$ cat config.mk
export PLATFORM = sky130hd
export DESIGN_NAME = wb_sram_ctrl
export DESIGN_NICKNAME = d
export VERILOG_FILES = /design/src/rtl/wb_sram_ctrl.sv
export SDC_FILE = /design/constraint.sdc
export NUM_CORES = 1
export LEC_CHECK = 0
export BUFFER_PORTS_ARGS = -buffer_cell sky130_fd_sc_hd__buf_4
export CAP_MARGIN = 20
export CORE_AREA = 2 2 75 77
export CTS_CLUSTER_SIZE = 40
export DETAILED_ROUTE_END_ITERATION = 10
export DIE_AREA = 0 0 77 79
export PLACE_DENSITY_LB_ADDON = 0.12
export SYNTH_ARGS = -nofsm -noshare
export SYNTH_HDL_FRONTEND = slang
export SYNTH_SLANG_ARGS = --single-unit
$ cat constraint.sdc
create_clock -name clk -period 6.31 [get_ports clk]
set_input_delay 0.3155 -clock clk [delete_from_list [all_inputs] [get_ports clk]]
set_output_delay 0.3155 -clock clk [all_outputs]
set_load 0.01 [all_outputs]
$ cat src/rtl/wb_sram_ctrl.sv
// Wishbone B3 slave front-end for a single-port synchronous SRAM with one-cycle read latency.
// Handles classic cycles and CTI/BTE bursts. Read bursts stream one beat per cycle because the
// next word is fetched speculatively. Out-of-window requests are errored and never reach the SRAM.
module wb_sram_ctrl #(
  parameter int unsigned  DATA_WIDTH  = 32,
  parameter int unsigned  ADDR_WIDTH  = 32,
  parameter int unsigned  MEM_WORDS   = 1024,
  parameter int unsigned  LOCAL_WIDTH = 16,
  localparam int unsigned SEL_WIDTH   = DATA_WIDTH / 8,
  localparam int unsigned AW          = $clog2(MEM_WORDS)
) (
  input  logic                  clk,
  input  logic                  rst_sys_n,

  input  logic [ADDR_WIDTH-1:0] wb_adr_i,
  input  logic [DATA_WIDTH-1:0] wb_dat_i,
  input  logic [SEL_WIDTH-1:0]  wb_sel_i,
  input  logic                  wb_cyc_i,
  input  logic                  wb_stb_i,
  input  logic                  wb_we_i,
  input  logic [2:0]            wb_cti_i,
  input  logic [1:0]            wb_bte_i,
  output logic                  wb_ack_o,
  output logic                  wb_err_o,
  output logic                  wb_rty_o,
  output logic [DATA_WIDTH-1:0] wb_dat_o,

  output logic                  sram_ce,
  output logic                  sram_we,
  output logic [SEL_WIDTH-1:0]  sram_be,
  output logic [AW-1:0]         sram_addr,
  output logic [DATA_WIDTH-1:0] sram_wdata,
  input  logic [DATA_WIDTH-1:0] sram_rdata
);

  localparam int unsigned WW = LOCAL_WIDTH - 2;

  localparam logic [2:0] CtiIncr = 3'b010;

  typedef enum logic [1:0] {
    StIdle,
    StRd,
    StWrAck,
    StErrAck
  } state_e;

  state_e          state_q, state_d;
  logic [AW-1:0]   held_q, held_d;

  logic [WW-1:0]   word_idx;
  logic            in_range;
  logic            addr_match;
  logic            req;
  logic            rd_ack;
  logic            accept;
  logic            acc_err;
  logic            acc_wr;
  logic            acc_rd;
  logic            burst_cont;
  logic            rd_hold;

  logic [AW-1:0]   held_inc;
  logic [AW-1:0]   wrap_mask;
  logic [AW-1:0]   next_idx;
  logic            next_in_range;

  // Only the local window of the byte address is decoded.
  logic            unused_adr;
  assign unused_adr = ^{wb_adr_i[ADDR_WIDTH-1:LOCAL_WIDTH], wb_adr_i[1:0]};

  assign word_idx   = wb_adr_i[LOCAL_WIDTH-1:2];
  assign in_range   = 32'(word_idx) < MEM_WORDS;
  assign addr_match = word_idx == WW'(held_q);
  assign req        = wb_cyc_i & wb_stb_i;

  // A read beat is acked only if it targets the word whose data is arriving this cycle.
  assign rd_ack = (state_q == StRd) & req & ~wb_we_i & addr_match;

  // New requests are taken in IDLE, or in RD when the current beat does not hit the prefetch.
  // Gating with reset keeps any SRAM write from escaping while reset is held.
  assign accept  = rst_sys_n & req & ((state_q == StIdle) | ((state_q == StRd) & ~rd_ack));
  assign acc_err = accept & ~in_range;
  assign acc_wr  = accept & in_range & wb_we_i;
  assign acc_rd  = accept & in_range & ~wb_we_i;

  // Prefetch the next burst word; an unreachable prediction is dropped and the burst ends.
  assign burst_cont = rd_ack & (wb_cti_i == CtiIncr) & next_in_range;

  // Master wait state inside a read burst: keep refreshing the held word.
  assign rd_hold = (state_q == StRd) & wb_cyc_i & ~wb_stb_i;

  // Burst address prediction: linear increments, wrap modes keep the upper bits fixed.
  always_comb begin
    held_inc = held_q + AW'(1);
    case (wb_bte_i)
      2'b01:   wrap_mask = AW'(3);
      2'b10:   wrap_mask = AW'(7);
      2'b11:   wrap_mask = AW'(15);
      default: wrap_mask = '0;
    endcase
    if (wrap_mask == '0) begin
      next_idx = held_inc;
    end else begin
      next_idx = (held_q & ~wrap_mask) | (held_inc & wrap_mask);
    end
  end

  assign next_in_range = 32'(next_idx) < MEM_WORDS;

  // State register.
  always_ff @(posedge clk or negedge rst_sys_n) begin
    if (!rst_sys_n) begin
      state_q <= StIdle;
    end else begin
      state_q <= state_d;
    end
  end

  // Word index of the read in flight.
  always_ff @(posedge clk or negedge rst_sys_n) begin
    if (!rst_sys_n) begin
      held_q <= '0;
    end else begin
      held_q <= held_d;
    end
  end

  // Next-state and held-index selection.
  always_comb begin
    state_d = state_q;
    held_d  = held_q;
    if (acc_err) begin
      state_d = StErrAck;
    end else if (acc_wr) begin
      state_d = StWrAck;
    end else if (acc_rd) begin
      state_d = StRd;
      held_d  = AW'(word_idx);
    end else begin
      unique case (state_q)
        StRd: begin
          if (burst_cont) begin
            held_d = next_idx;
          end else if (rd_ack || !wb_cyc_i) begin
            state_d = StIdle;
          end
        end
        StWrAck, StErrAck: state_d = StIdle;
        default:           state_d = state_q;
      endcase
    end
  end

  // Bus terminations and SRAM command decode.
  always_comb begin
    sram_ce    = acc_wr | acc_rd | burst_cont | rd_hold;
    sram_we    = acc_wr;
    sram_be    = acc_wr ? wb_sel_i : '0;
    sram_wdata = wb_dat_i;
    if (burst_cont) begin
      sram_addr = next_idx;
    end else if (rd_hold) begin
      sram_addr = held_q;
    end else begin
      sram_addr = AW'(word_idx);
    end

    wb_ack_o = rd_ack | (state_q == StWrAck);
    wb_err_o = state_q == StErrAck;
    wb_rty_o = 1'b0;
    wb_dat_o = (state_q == StRd) ? sram_rdata : '0;
  end

endmodule
==> metrics <==
die footprint=6080 µm²; slowest stage delay, CP=730 ps; Data arrival, critical path=3170 ps; Synth Register Bits=12; Crit-path slowest cell=or4_2; largest net degree at the start of global routing=33; Diodes inserted=0; WL per Instance=15.5 µm; CP cell instances=nand3b_1 > or4_2 > nor4_2 > buf_4 > nor3_1 > a211oi_1 > buf_4; Synth Flop Type=dfrtp_1; crit path buf inv count=2; Congestion Overflow GR=0; Final Hold Vio Count=0; maximum clock rate=287 MHz; Synth cell types=38; XOR/XNOR Fraction of Synth Area=6.05%; GR peak layer=met2; vias in the first global route=1757; Final Wtd Congestion=0.822; Iteration-0 DRC Markers=63; row count=27; final worst path period need=roughly 3500 ps; leakage=1.19 nW; complex-gate fraction of the synthesized area=15.6%; via count=1906; most frequent cells in the layout=buf_4 (112), and2_1 (37), nor3_1 (21), dfrtp_1 (12), o21ai_0 (10); Crit path required time=5990 ps; Fillers=565; Seq/Total Area, Yosys=between 10% and 20%; Worst path top cell family by delay=simple AND/OR/NAND/NOR gates; fin area=roughly 2400 µm²; crit end category=output pin; Synth Net Count=348; Max-slew headroom=35.7%; initial antenna violation count=0; Tcrit/Tclk final=55.3%; Fin Hold WS=372 ps; Boundary Pins=roughly 190; commonest non-fill, non-tap cell in the layout=buf_4; DRT antenna net count=0; Worst Setup Path Type=reg2out; Num Clock Sinks=12; clock transition at the registers of the reported paths=about 60 ps; met3 GRT Util=5.34%; RSZ-0062 raised after global routing=false; vias per inst=5.02; post-CTS repair timing setup buffer count=0; Worst-Skew Late Latency=240 ps; Post-synth EDFFs=0; floorplan die width=a little under 80 µm; Ys Warns=0; GRT Resource Usage Total=roughly a fifth; post-synth top area share=17.3%; clk buf depth=2; reg2reg setup slack=3370 ps; Clock Power Share=25.1%; synthesized instance count=between 200 and 250; simple-gate portion of the synthesized area=38.9%; Avg Cell Area, Syn=7.33 µm²; die height=between 70 and 80 µm; CTS tree=yes; P per Cell Area=120 nW/µm²; H-tree levels=1; Cell Area, Synth=1740 µm²; nets=roughly 420; Net Sw Frac=33.0%; post-synthesis mux area share=0.576%; status=complete, no violations; P_int=around 0.00019 W; Post-CTS Resized=0; top cells by area, synth=dfrtp_1 (17%), buf_4 (15%), and2_1 (13%); Seq pwr share=34.5%; count of final max-slew check failures=0; area grow syn2layout=38.8%; max-cap viol count=0; CTS root buf=clkbuf_8; Synth Area in Adders=0.720%; Post-synth ARST share=100%; layout cells sized above 1=between 40% and 50%; placed cell areas=approximately 2300 µm²; DPL Wire Length=4530 µm; Pre-Repair DR Iteration Count=4; DRT Wirelength=about 6000 µm; Slew @ Worst Pin=952 ps; setup TNS=0 ps; Hold WC Path Type=in2reg; DRC errors left=0; cell repeated most along the worst path=buf_4; global-route wire length before repair=9140 µm; Yosys top cell by area=dfrtp_1; worst-path maximum fanout=16; core area=5340 µm²; setup violation total in the final timing report=0; main combinational cell family by area after synthesis=simple AND/OR/NAND/NOR gates; clk_skew=1.51 ps; combinational cell fraction of total power=40.4%; Worst setup SP type=register; PortBufs=109; Psw=~0.000096 W; grt met1 use=24.3%; Initial Util=about a third; CTS buffer count=3; routing usage on met2=about 31%; Peak VDD IR=63.2 µV
cell type report:
type                       instances  area [µm²]  share of cell area [%]
sequential                        12         300                    12.5
timing repair buffer             114         862                    35.8
inverter                           9        33.8                    1.40
clock buffer                       3        41.3                    1.71
multi-input combinational        170        1080                    44.9
tap                               72        90.1                    3.74
per-layer routing:
layer  vias to the layer above  routed length [µm]
met5                         -                   0
met3                         6                 459
met2                        83                2810
li1                        949                   -
met1                       868                2570
met4                         0                  51
worst paths after layout:
kind,startpoint,cells past startpoint,end
worst max-delay path,state_q[1],7,sram_addr[8]
worst min-delay path,wb_adr_i[10],2,held_q[8]
worst max register to register,state_q[1],5,held_q[3]
worst min register to register,held_q[9],2,held_q[9]
max in group asynchronous,rst_sys_n,2,held_q[6]
min in group asynchronous,rst_sys_n,2,held_q[1]
worst register-to-register path, cell delays in order, from the launching register on:
cell      delay (ps)
dfrtp_1          400
nand3b_1         230
or4_2            730
or4_1            870
or3_1            470
a31oi_1          160
logic make-up after synthesis:
family          after synthesis
mux                           1
buf+inv                      55
other cells                   1
flops                        12
compound gates               42
simple gates                113
xor+xnor                     12
fa+ha+maj                     1
cell usage after synthesis (5+ instances only):
library cell / n
and2_1: 37
buf_4: 34
nor3_1: 21
dfrtp_1: 12
o21ai_0: 10
inv_1: 9
nand2_1: 9
or3_1: 9
xor2_1: 9
a31oi_1: 8
a211oi_1: 7
a21oi_1: 7
a21o_1: 6
clkbuf_1: 6
nand4_1: 6
nor2_1: 6
nand3_1: 5
state kept, by name, indices dropped and copies added (netlist names):
signal   cells
state_q      2
held_q      10
per-stage QoR:
step | setup slack (ps) | utilization [%] | power (W) | instances
2_1_floorplan | 3460 | - | 0.000175 | 237
3_3_place_gp | 2880 | 44.0 | 0.000217 | 375
3_5_place_dp | 2820 | 44.0 | 0.000219 | 375
4_1_cts | 2780 | 45.0 | 0.000293 | 379
5_1_grt | 2570 | 45.2 | 0.000312 | 380
6_report | 2820 | 45.2 | 0.000290 | 380
power by group through the flow:
stage,clock (W),combinational [W],sequential [W]
2_1_floorplan,0,0.0000806,0.0000940
3_3_place_gp,0,0.000116,0.000101
3_5_place_dp,0,0.000117,0.000101
4_1_cts,0.0000747,0.000118,0.0000999
5_1_grt,0.0000798,0.000130,0.000102
6_report,0.0000729,0.000117,0.000100
repair_timing:
action	4_1_cts	5_1_grt
hold endpoints to repair	12	0
setup endpoints to repair	0	0
hold buffers	1	0
No activity file was read; power rests on OpenSTA's default activity.
